==> config.mk <==
export PLATFORM = sky130hd
export DESIGN_NAME = cla_seq_adder
export DESIGN_NICKNAME = d
export VERILOG_FILES = /design/src/rtl/cla_seq_adder.sv
export SDC_FILE = /design/constraint.sdc
export NUM_CORES = 1
export LEC_CHECK = 0
export BUFFER_PORTS_ARGS = -buffer_cell sky130_fd_sc_hd__buf_2
export CORE_ASPECT_RATIO = 1.25
export CORE_MARGIN = 2
export CORE_UTILIZATION = 30
export DETAILED_ROUTE_END_ITERATION = 6
export HOLD_SLACK_MARGIN = 0.1
export MAX_ROUTING_LAYER = met4
export PLACE_DENSITY = 0.55
export SETUP_SLACK_MARGIN = 0.1
export SYNTH_ARGS = -nofsm -noshare
export SYNTH_HDL_FRONTEND = slang
export SYNTH_SLANG_ARGS = --single-unit
==> constraint.sdc <==
create_clock -name clock -period 7.35 [get_ports clock]
set_input_delay 0.3675 -clock clock [delete_from_list [all_inputs] [get_ports clock]]
set_output_delay 0.3675 -clock clock [all_outputs]
set_load 0.03 [all_outputs]
==> src/rtl/cla_seq_adder.sv <==
// Multi-cycle W-bit adder/subtractor that reuses one 8-bit carry-lookahead slice,
// processing one byte per clock from the LSB slice upward.

module cla8 (
    input  logic [7:0] a,
    input  logic [7:0] b,
    input  logic       cin,
    output logic [7:0] s,
    output logic       g,
    output logic       p
);
    logic [7:0] gi;
    logic [7:0] pi;
    logic [7:0] c;

    always_comb begin
        gi = a & b;
        pi = a ^ b;
        c  = '0;
        c[0] = cin;
        for (int i = 0; i < 7; i++) begin
            c[i+1] = gi[i] | (pi[i] & c[i]);
        end
        s = pi ^ c;
        g = 1'b0;
        for (int i = 0; i < 8; i++) begin
            g = gi[i] | (pi[i] & g);
        end
        p = &pi;
    end
endmodule

module cla_seq_adder #(
    parameter int NSLICE = 4
) (
    input  logic                clock,
    input  logic                reset,
    input  logic                start,
    input  logic                op_sub,
    input  logic [8*NSLICE-1:0] data_a,
    input  logic [8*NSLICE-1:0] data_b,
    output logic                busy,
    output logic                done,
    output logic [8*NSLICE-1:0] result,
    output logic                cout,
    output logic                overflow,
    output logic                zero,
    output logic [1:0]          state_dbg
);
    localparam int W  = 8 * NSLICE;
    localparam int KW = (NSLICE > 1) ? $clog2(NSLICE) : 1;

    localparam logic [1:0] IDLE = 2'd0;
    localparam logic [1:0] RUN  = 2'd1;
    localparam logic [1:0] DONE = 2'd2;

    // Handshake: start is sampled only in IDLE or DONE and then latches op_sub and
    // both operands; busy is high while slices run; done is a one-cycle pulse, and
    // result/flags stay valid from done until the next accepted start.

    logic [1:0]    state;
    logic [KW-1:0] k;
    logic          carry;
    logic [W-1:0]  opa;
    logic [W-1:0]  opb;

    logic [KW+2:0] base;
    logic [7:0]    slice_a;
    logic [7:0]    slice_b;
    logic [7:0]    slice_s;
    logic          slice_g;
    logic          slice_p;
    logic          carry_next;
    logic          last;

    always_comb begin
        base       = {k, 3'b000};
        slice_a    = opa[base +: 8];
        slice_b    = opb[base +: 8];
        carry_next = slice_g | (slice_p & carry);
        last       = (k == KW'(NSLICE - 1));
    end

    cla8 u_slice (
        .a   (slice_a),
        .b   (slice_b),
        .cin (carry),
        .s   (slice_s),
        .g   (slice_g),
        .p   (slice_p)
    );

    always_ff @(posedge clock) begin
        if (reset) begin
            state    <= IDLE;
            k        <= '0;
            carry    <= 1'b0;
            opa      <= '0;
            opb      <= '0;
            result   <= '0;
            cout     <= 1'b0;
            overflow <= 1'b0;
            zero     <= 1'b0;
        end else begin
            case (state)
                IDLE, DONE: begin
                    if (start) begin
                        opa   <= data_a;
                        opb   <= data_b ^ {W{op_sub}};
                        carry <= op_sub;
                        k     <= '0;
                        state <= RUN;
                    end else begin
                        state <= IDLE;
                    end
                end
                RUN: begin
                    result[base +: 8] <= slice_s;
                    carry             <= carry_next;
                    k                 <= k + 1'b1;
                    if (last) begin
                        // Carry into the MSB is recovered from the top sum bit.
                        cout     <= carry_next;
                        overflow <= (slice_a[7] ^ slice_b[7] ^ slice_s[7]) ^ carry_next;
                        zero     <= (result[W-9:0] == '0) && (slice_s == 8'h00);
                        k        <= '0;
                        state    <= DONE;
                    end
                end
                default: state <= IDLE;
            endcase
        end
    end

    assign busy      = (state == RUN);
    assign done      = (state == DONE);
    assign state_dbg = state;
endmodule
==> summary.md, run 1 <==
| Metric | Value |
|---|---|
| Clock Root Buffer | clkbuf_16 |
| Layout cells sized above 1 | 0.249 |
| CTS tree | built |
| Worst slew pin tran | 1110 ps |
| Final-report setup violation count | 0 |
| Commonest cells after routing, fill and taps aside | buf_2 (105), dfxtp_1 (103), nor2_1 (72) |
| Netlist cell types | 37 |
| Post-CTS Setup Bufs | 0 |
| Fillers | 1634 |
| H-tree levels | 3 |
| TritonCTS buffer count | 9 |
| Ports | 107 |
| Hold depth | 3 |
| Vias | 3857 |
| Period utilization | 0.706 |
| RSZ-0062 raised after global routing | false |
| Global-route wire length before repair | 19.5 mm |
| Die area | 0.0171 mm² |
| Initial drt markers | 245 |
| R2R Path End | zero |
| Worst VDD drop | 0.0998 mV |
| Clock Skews | 7.70 ps |
| Reg2Reg Depth | 14 |
| Design area | 0.00578 mm² |
| P_leak | 2.33 nW |
| Post-layout min period | 5190 ps |
| Clk Latency, worst-skew pair | 340 ps |
| Hold Startpoint | data_a[13] |
| Arrival time worst endpoint | 5450 ps |
| Hold Path Class | in -> reg |
| Initial core utilization | 0.307 |
| Post-CTS Resized | 0 |
| Placer congestion estimate | 0.802 |
| Initial antenna violation count | 0 |
| Crit Path Class | reg -> reg |
| Clock tree buffer depth | 2 |
| Die X-Extent | 117 µm |
| Critical Path Fanout Max | 21 |
| Clk sinks | 104 |
| Hold_buf cts | 0 |
| Max Freq | 0.193 GHz |
| Mapped Avg Cell Area | 9.31 µm² |
| Critical Path Start Type | register |
| CP endpoint kind | register |
| Core Area | 0.0156 mm² |
| Worst Hold End | opa[13] |
| Largest net degree at the start of global routing | 105 |
| I/O Buffers | 106 |
| Nets@finish | 687 |
| Std cell rows | 51 |
| Post-synthesis instance area | 0.00480 mm² |
| Max_slew headroom | 0.263 |
| R2r setup slk | 2160 ps |
| Sequential fraction of the synthesis area | 0.433 |
| DR DRC count | 0 |
| CP required | 7610 ps |
| Pre-antenna DRT Iters | 4 |
| CTS clk-pin slew, worst paths | 70 ps |
| Vias in the first global route | 3878 |
| GRT Resource Usage Total | 0.148 |
| Drt wl/cell | 14.7 µm |
| Slew Limit Fails | 0 |
| Crit Reg-Reg Startpoint | k[1] |
| Crit path launch | k[1] |
| # Max-Cap Violations | 0 |
| Diode count | 0 |
| Pwr/cell area | 228 mW/mm² |
| Final core utilization | 0.370 |
| Die height | 145 µm |
| Area after DPL | 0.00547 mm² |
| Syn nets | 605 |
| YS warnings | 0 |
| Fin. Hold Viols | 0 |
| Commonest non-fill, non-tap cell in the layout | buf_2 |
| Via-to-Cell Ratio | 4.73 |
| Main flop type after synthesis | dfxtp_1 |
| Post-Synthesis Cells | 516 |
| Post-DP HPWL | 8.94 mm |
| Area grow syn2layout | 20.3% |
| FF+latch count, synth | 104 |
| Total wire length | 12.0 mm |
| Asr flop ratio synth | 0 |
| Total congestion overflow | 0 |
| Outcome | finished clean |
| Antenna Nets Post-Route | 0 |
| Post-synth EDFFs | 0 |
| Setup TNS | 0 ps |
## where the power goes
part | switching, mW | total (mW) | internal (mW)
Combinational | 0.129 | 0.216 | 0.0869
Clock | 0.201 | 0.485 | 0.284
Sequential | 0.0242 | 0.619 | 0.595
## per-layer routing
layer	global-route usage	vias to the layer above	share of wire
met5	-	-	0
met4	0.0518	0	0.018
met3	0.0225	14	0.043
met2	0.236	105	0.50
met1	0.189	1789	0.44
li1	-	1949	-
## state kept, by name, indices dropped and copies added, names as in the netlist
| name | flops |
|---|---|
| overflow | 1 |
| result | 32 |
| opa | 32 |
| carry | 1 |
| k | 2 |
| cout | 1 |
| state_dbg | 2 |
| opb | 32 |
| zero | 1 |
## synth_stat cells (all sizes together) (2+ instances only)
master / instances / area, µm²
a22oi: 34 / 255
ha: 14 / 175
a211oi: 32 / 240
nand4: 2 / 12.5
nand2: 73 / 287
inv: 22 / 82.6
nor2: 72 / 270
nor2b: 2 / 12.5
fa: 7 / 140
xnor2: 33 / 289
nor3: 5 / 47.5
a21oi: 39 / 195
or4: 3 / 22.5
dfxtp: 104 / 2080
nand2b: 3 / 18.8
clkbuf: 23 / 86.3
buf: 13 / 61.3
mux4: 16 / 360
nor4: 6 / 52.6
o21ai: 2 / 10.0
a21o: 2 / 15.0
## critical path, stage by stage, from the launching register on
cell and delay [ps]:
dfxtp_1 920, mux4_2 410, fa_1 190, inv_1 50, fa_1 380, fa_1 400
fa_1 410, fa_1 400, fa_1 390, fa_1 480, inv_1 80, or4_1 400
nor4_1 300, nand4_1 130, a21oi_1 160
## worst max path at each step
stage | endpoint | depth (start not counted) | slack (ps)
floorplan | zero | 16 | 2630
global placement | zero | 14 | 2310
global route | zero | 14 | 1840
detailed placement | zero | 14 | 2180
CTS | zero | 14 | 2160
finish | zero | 14 | 2160
## logic make-up after synthesis
logic type	after synthesis	share of synthesized area
AOI/OAI and AO/OA	113	0.157
xor gates and xnor gates	33	0.0602
buffers and inverters	58	0.0479
DFF	104	0.433
adders and majority gates	21	0.0656
and+or+nand+nor	171	0.161
muxes	16	0.0750
## metrics by stage
stage                     hold WS (ps)  std cells  power [mW]  setup slack (ps)
after floorplan                    433        516       0.779              2630
after global placement             442        799       0.846              2310
after detailed placement           448        799       0.850              2180
after CTS                          255        815        1.33              2160
after global routing               260        815        1.39              1840
final                              264        815        1.32              2160
## final cells by class
type | instances | area, µm² | area share
sequential | 104 | 2080 | 0.360
clock inverter | 4 | 51.3 | 0.00888
timing repair buffer | 107 | 541 | 0.0935
tap | 212 | 265 | 0.0459
clock buffer | 12 | 256 | 0.0444
inverter | 22 | 82.6 | 0.0143
multi-input combinational | 354 | 2500 | 0.433
(Power assumes the default switching activity.)
==> inputs of run 2 (changes only) <==
- PLACE_DENSITY: 0.55 -> 0.57
- clock period: 7.35 -> 4.45 ns (I/O delays scaled with it)
==> summary.md, run 2 (same netlist as run 1, synthesis figures left out) <==
| Metric | Value |
|---|---|
| Final-report setup violation count | 0 |
| Total wire length | 12.3 mm |
| Die height | 145 µm |
| Slew Limit Fails | 0 |
| CP endpoint kind | register |
| GRT Resource Usage Total | 0.154 |
| Core Area | 0.0156 mm² |
| Pre-antenna DRT Iters | 4 |
| Fin. Hold Viols | 0 |
| Die X-Extent | 117 µm |
| Initial core utilization | 0.307 |
| Diode count | 0 |
| Vias | 3916 |
| Worst VDD drop | 0.211 mV |
| Clock Root Buffer | clkbuf_16 |
| Via-to-Cell Ratio | 4.76 |
| Vias in the first global route | 3980 |
| Placer congestion estimate | 0.849 |
| Post-layout min period | 4180 ps |
| Setup TNS | 0 ps |
| Worst slew pin tran | 1230 ps |
| CP required | 4710 ps |
| Hold Path Class | in -> reg |
| Clock tree buffer depth | 2 |
| Critical Path Start Type | register |
| Final std cells w/o fill | 823 |
| CTS tree | built |
| R2R Path End | zero |
| Outcome | finished clean |
| Critical Path Fanout Max | 6 |
| Design area | 0.00584 mm² |
| Post-DP HPWL | 9.33 mm |
| Reg2Reg Depth | 14 |
| Period utilization | 0.940 |
| Layout cells sized above 1 | 0.270 |
| Arrival time worst endpoint | 4440 ps |
| RSZ-0062 raised after global routing | false |
| Placed cell count | 807 |
| Commonest cells after routing, fill and taps aside | buf_2 (105), dfxtp_1 (102), nor2_1 (72) |
| R2r setup slk | 270 ps |
| Initial drt markers | 307 |
| Crit Reg-Reg Startpoint | k[0] |
| Clk sinks | 104 |
| Nets@finish | 696 |
| Die area | 0.0171 mm² |
| Max Freq | 0.239 GHz |
| Ports | 107 |
| # Max-Cap Violations | 0 |
| Drt wl/cell | 15.0 µm |
| Crit Path Class | reg -> reg |
| Largest net degree at the start of global routing | 105 |
| Area after DPL | 0.00553 mm² |
| Clock Skews | 5.44 ps |
| Std cell rows | 51 |
| TritonCTS buffer count | 9 |
| Global-route wire length before repair | 20.0 mm |
| Pre-CTS WS | 46.1 ps |
| Clk Latency, worst-skew pair | 340 ps |
| I/O Buffers | 106 |
| Commonest non-fill, non-tap cell in the layout | buf_2 |
| Pwr/cell area | 367 mW/mm² |
| Antenna Nets Post-Route | 0 |
| Total congestion overflow | 0 |
| Regs by FF count | opa x32, opb x32, result x32 |
| Max_slew headroom | 0.182 |
| H-tree levels | 3 |
| Worst setup endpoint | zero |
| Crit path launch | k[0] |
| Initial antenna violation count | 0 |
| Area grow syn2layout | 21.6% |
| CTS clk-pin slew, worst paths | 70 ps |
| Hold Slack | 114 ps |
| P_leak | 2.37 nW |
| DR DRC count | 0 |
| Final WS setup | 268 ps |
-- run 2: cell types whose count changed in the layout (fill, tap and decap cells not counted), sizes merged --
cell | before | now
bufinv | 1 | 0
clkinv | 2 | 1
clkinvlp | 0 | 2
clkbuf | 12 | 11
buf | 107 | 116
-- run 2: repair_timing --
item | CTS | global route
gates resized for setup | 3 | 3
hold buffers | 0 | 0
buffers inserted | 0 | 1
setup endpoints to repair | 1 | 1
-- run 2: worst min-delay path by stage --
stage | start | end | slack, ps | cells past startpoint
2_1_floorplan | data_a[0] | opa[0] | 360 | 2
3_3_place_gp | opa[4] | opa[4] | 440 | 2
3_5_place_dp | opa[5] | opa[5] | 450 | 2
4_1_cts | data_a[5] | opa[5] | 100 | 3
5_1_grt | data_a[20] | opa[20] | 120 | 3
6_report | data_a[5] | opa[5] | 110 | 3
-- run 2: cell type report --
type / count / area, µm²
Timing Repair Buffer: 116 / 608
Multi-Input combinational cell: 354 / 2520
Clock inverter: 4 / 28.8
Tap cell: 212 / 265
Sequential cell: 104 / 2090
Clock buffer: 11 / 253
Fill cell: 1620 / 9790
Inverter: 22 / 82.6
-- run 2: report_power, final --
| group | switching, mW | internal, mW | total (mW) |
|---|---|---|---|
| logic | 0.232 | 0.155 | 0.387 |
| clock network | 0.337 | 0.408 | 0.745 |
| registers | 0.0306 | 0.982 | 1.01 |
| total | 0.600 | 1.54 | 2.14 |
-- run 2: layer usage --
metal,track usage,part of all wire
met4,0.0741,0.031
met3,0.0196,0.033
met2,0.254,0.51
met1,0.184,0.43
met5,-,0
-- run 2: through the flow --
step / util / total power, mW
after detailed placement: 0.354 / 1.42
final: 0.374 / 2.14
after CTS: 0.372 / 2.17
after floorplan: - / 1.29
after global routing: 0.374 / 2.25
after global placement: 0.354 / 1.41
-- run 2: worst max-delay path, cell delays in order, from the launching register on --
cell	delay [ps]
dfxtp_4	370
mux4_2	380
fa_1	170
inv_1	60
fa_2	340
fa_2	350
fa_2	360
fa_1	390
fa_2	350
fa_1	480
inv_1	50
or4_1	410
nor4_2	140
nand4_1	110
a21oi_1	140
==> inputs of run 3 (changes only) <==
- CORE_UTILIZATION: 30 -> 40
- PLACE_DENSITY: 0.57 -> 0.7
==> summary.md, run 3 (same netlist as run 1, synthesis figures left out) <==
| Metric | Value |
|---|---|
| Diode count | 0 |
| Pre-CTS WS | 12.6 ps |
| Crit Reg-Reg Startpoint | k[0] |
| Critical path's top delay family | adder cells |
| Largest net degree at the start of global routing | 99 |
| Crit path launch | k[0] |
| H-tree levels | 3 |
| Stages on the worst setup path | 14 |
| R2R Path End | zero |
| GRT Resource Usage Total | 0.190 |
| Post-layout min period | 4180 ps |
| CP cell instances | mux4_2, fa_1, inv_1, fa_2, fa_2, fa_2, fa_2, fa_2, fa_1, inv_1, or4_1, nor4_2, nand4_1, a21oi_1 |
| Setup TNS | 0 ps |
| Commonest cells after routing, fill and taps aside | buf_2 (106), dfxtp_1 (102), nor2_1 (72) |
| CP max-delay cell | fa_1 |
| Hold_buf cts | 0 |
| Critical Path Start Type | register |
| Register share of total power | 0.467 |
| Critical Path Fanout Max | 7 |
| CP max stage delay | 500 ps |
| CTS tree | built |
| Pre-antenna DRT Iters | 4 |
| Clk pwr share | 0.356 |
| Crit Path Class | reg -> reg |
| DR DRC count | 0 |
| Layout cells sized above 1 | 0.271 |
| Drt wl/cell | 15.0 µm |
| Max Freq | 0.240 GHz |
| Die X-Extent | 102 µm |
| Die area | 0.0129 mm² |
| Final-report setup violation count | 0 |
| CP required | 4720 ps |
| Worst slew pin tran | 1180 ps |
| Final WS setup | 275 ps |
| Part of the power in combinational logic | 0.176 |
| Hold Path Class | in -> reg |
| Arrival time worst endpoint | 4450 ps |
| Initial antenna violation count | 0 |
| Regs by FF count | opa x32, opb x32, result x32 |
| P_leak | 2.37 nW |
| RSZ-0062 raised after global routing | false |
| Initial core utilization | 0.412 |
| Outcome | finished clean |
| Via-to-Cell Ratio | 5.13 |
| Max_slew headroom | 0.213 |
| Std cell rows | 44 |
| Worst VDD drop | 0.186 mV |
| Antenna Nets Post-Route | 0 |
| Clk Latency, worst-skew pair | 350 ps |
| Commonest non-fill, non-tap cell in the layout | buf_2 |
| Area grow syn2layout | 20.5% |
| Period utilization | 0.938 |
| Vias in the first global route | 3895 |
| Global-route wire length before repair | 18.7 mm |
| I/O Buffers | 106 |
| Vias | 3965 |
| WP buf/inv | 2 |
| Initial drt markers | 237 |
| Placer congestion estimate | 0.931 |
| Post-DP HPWL | 8.64 mm |
| Nets@finish | 697 |
| Total wire length | 11.6 mm |
| Clock Skews | 8.09 ps |
| Pwr/cell area | 374 mW/mm² |
| # Max-Cap Violations | 0 |
| Core Area | 0.0117 mm² |
| Reg2Reg Depth | 14 |
| R2r setup slk | 270 ps |
| Switching share of power | 0.276 |
| Clock Root Buffer | clkbuf_16 |
| CTS clk-pin slew, worst paths | 60 ps |
| Slew Limit Fails | 0 |
| Die height | 127 µm |
| Net switching power | 0.597 mW |
| Ports | 107 |
| Worst setup endpoint | zero |
| Fin. Hold Viols | 0 |
| CP endpoint kind | register |
| P_int | 1.57 mW |
| Crit-path most repeated cell | fa_2 |
| TritonCTS buffer count | 9 |
| Clk sinks | 104 |
| Clock tree buffer depth | 2 |
| Total congestion overflow | 0 |
-- run 3: changes by cell type in the layout (fill, tap and decap cells not counted) --
cell,change
clkbuf_8,-2
buf_2,+1
bufinv_16,+1
clkbuf_1,+1
clkinv_4,+1
fa_1,-1
fa_2,+1
inv_6,-1
-- run 3: how the worst min path moves through the flow --
stage               start       to  depth (start not counted)
6_report        data_a[2]   opa[2]                          3
5_1_grt        data_a[31]  opa[31]                          3
4_1_cts        data_a[23]  opa[23]                          3
3_5_place_dp       opa[5]   opa[5]                          2
3_3_place_gp       opa[5]   opa[5]                          2
2_1_floorplan   data_a[0]   opa[0]                          2
-- run 3: layer usage --
| layer | GRT usage | up-vias | wire length, µm |
|---|---|---|---|
| met5 | - | - | 0 |
| met4 | 0.0635 | 0 | 265 |
| met3 | 0.0386 | 13 | 553 |
| met2 | 0.329 | 130 | 5990 |
| met1 | 0.216 | 1861 | 4810 |
| li1 | - | 1961 | - |
-- run 3: stage by stage --
| stage | cell area (µm²) | hold WS, ps | instances | power [mW] | utilization |
|---|---|---|---|---|---|
| after floorplan | 4830 | 358 | 516 | 1.29 | - |
| after global placement | 5470 | 442 | 756 | 1.40 | 0.468 |
| after detailed placement | 5470 | 447 | 756 | 1.41 | 0.468 |
| after CTS | 5770 | 105 | 772 | 2.17 | 0.495 |
| after global routing | 5790 | 110 | 773 | 2.26 | 0.496 |
| final | 5790 | 110 | 773 | 2.17 | 0.496 |
-- run 3: power by group through the flow --
| stage | sequential [mW] | clock [mW] | combinational, mW |
|---|---|---|---|
| 2_1_floorplan | 1.03 | 0 | 0.256 |
| 3_3_place_gp | 1.03 | 0 | 0.368 |
| 3_5_place_dp | 1.03 | 0 | 0.377 |
| 4_1_cts | 1.01 | 0.779 | 0.381 |
| 5_1_grt | 1.02 | 0.817 | 0.422 |
| 6_report | 1.01 | 0.771 | 0.382 |
-- run 3: worst register-to-register path, delay by kind of cell, from the launching register on --
kind,cells,cell delay [ps]
buffers and inverters,2,100
adder cells (fa/ha/maj),7,2430
multiplexers,1,370
flip-flops,1,380
AO/OA/AOI/OAI,1,130
AND/OR/NAND/NOR,3,690
-- run 3: area by class of cell --
type | instances | area, µm²
sequential | 104 | 2090
timing repair buffer | 117 | 613
inverter | 22 | 82.6
clock buffer | 10 | 229
clock inverter | 5 | 58.8
multi-input combinational | 354 | 2520
fill | 1148 | 5880
tap | 161 | 201
-- run 3: repair_timing --
action | in CTS | in global routing
endpoints found under the hold margin | 0 | 0
endpoints found under the setup margin | 1 | 1
pin swaps | 2 | 2
setup buffers | 1 | 1
gates resized for setup | 5 | 2
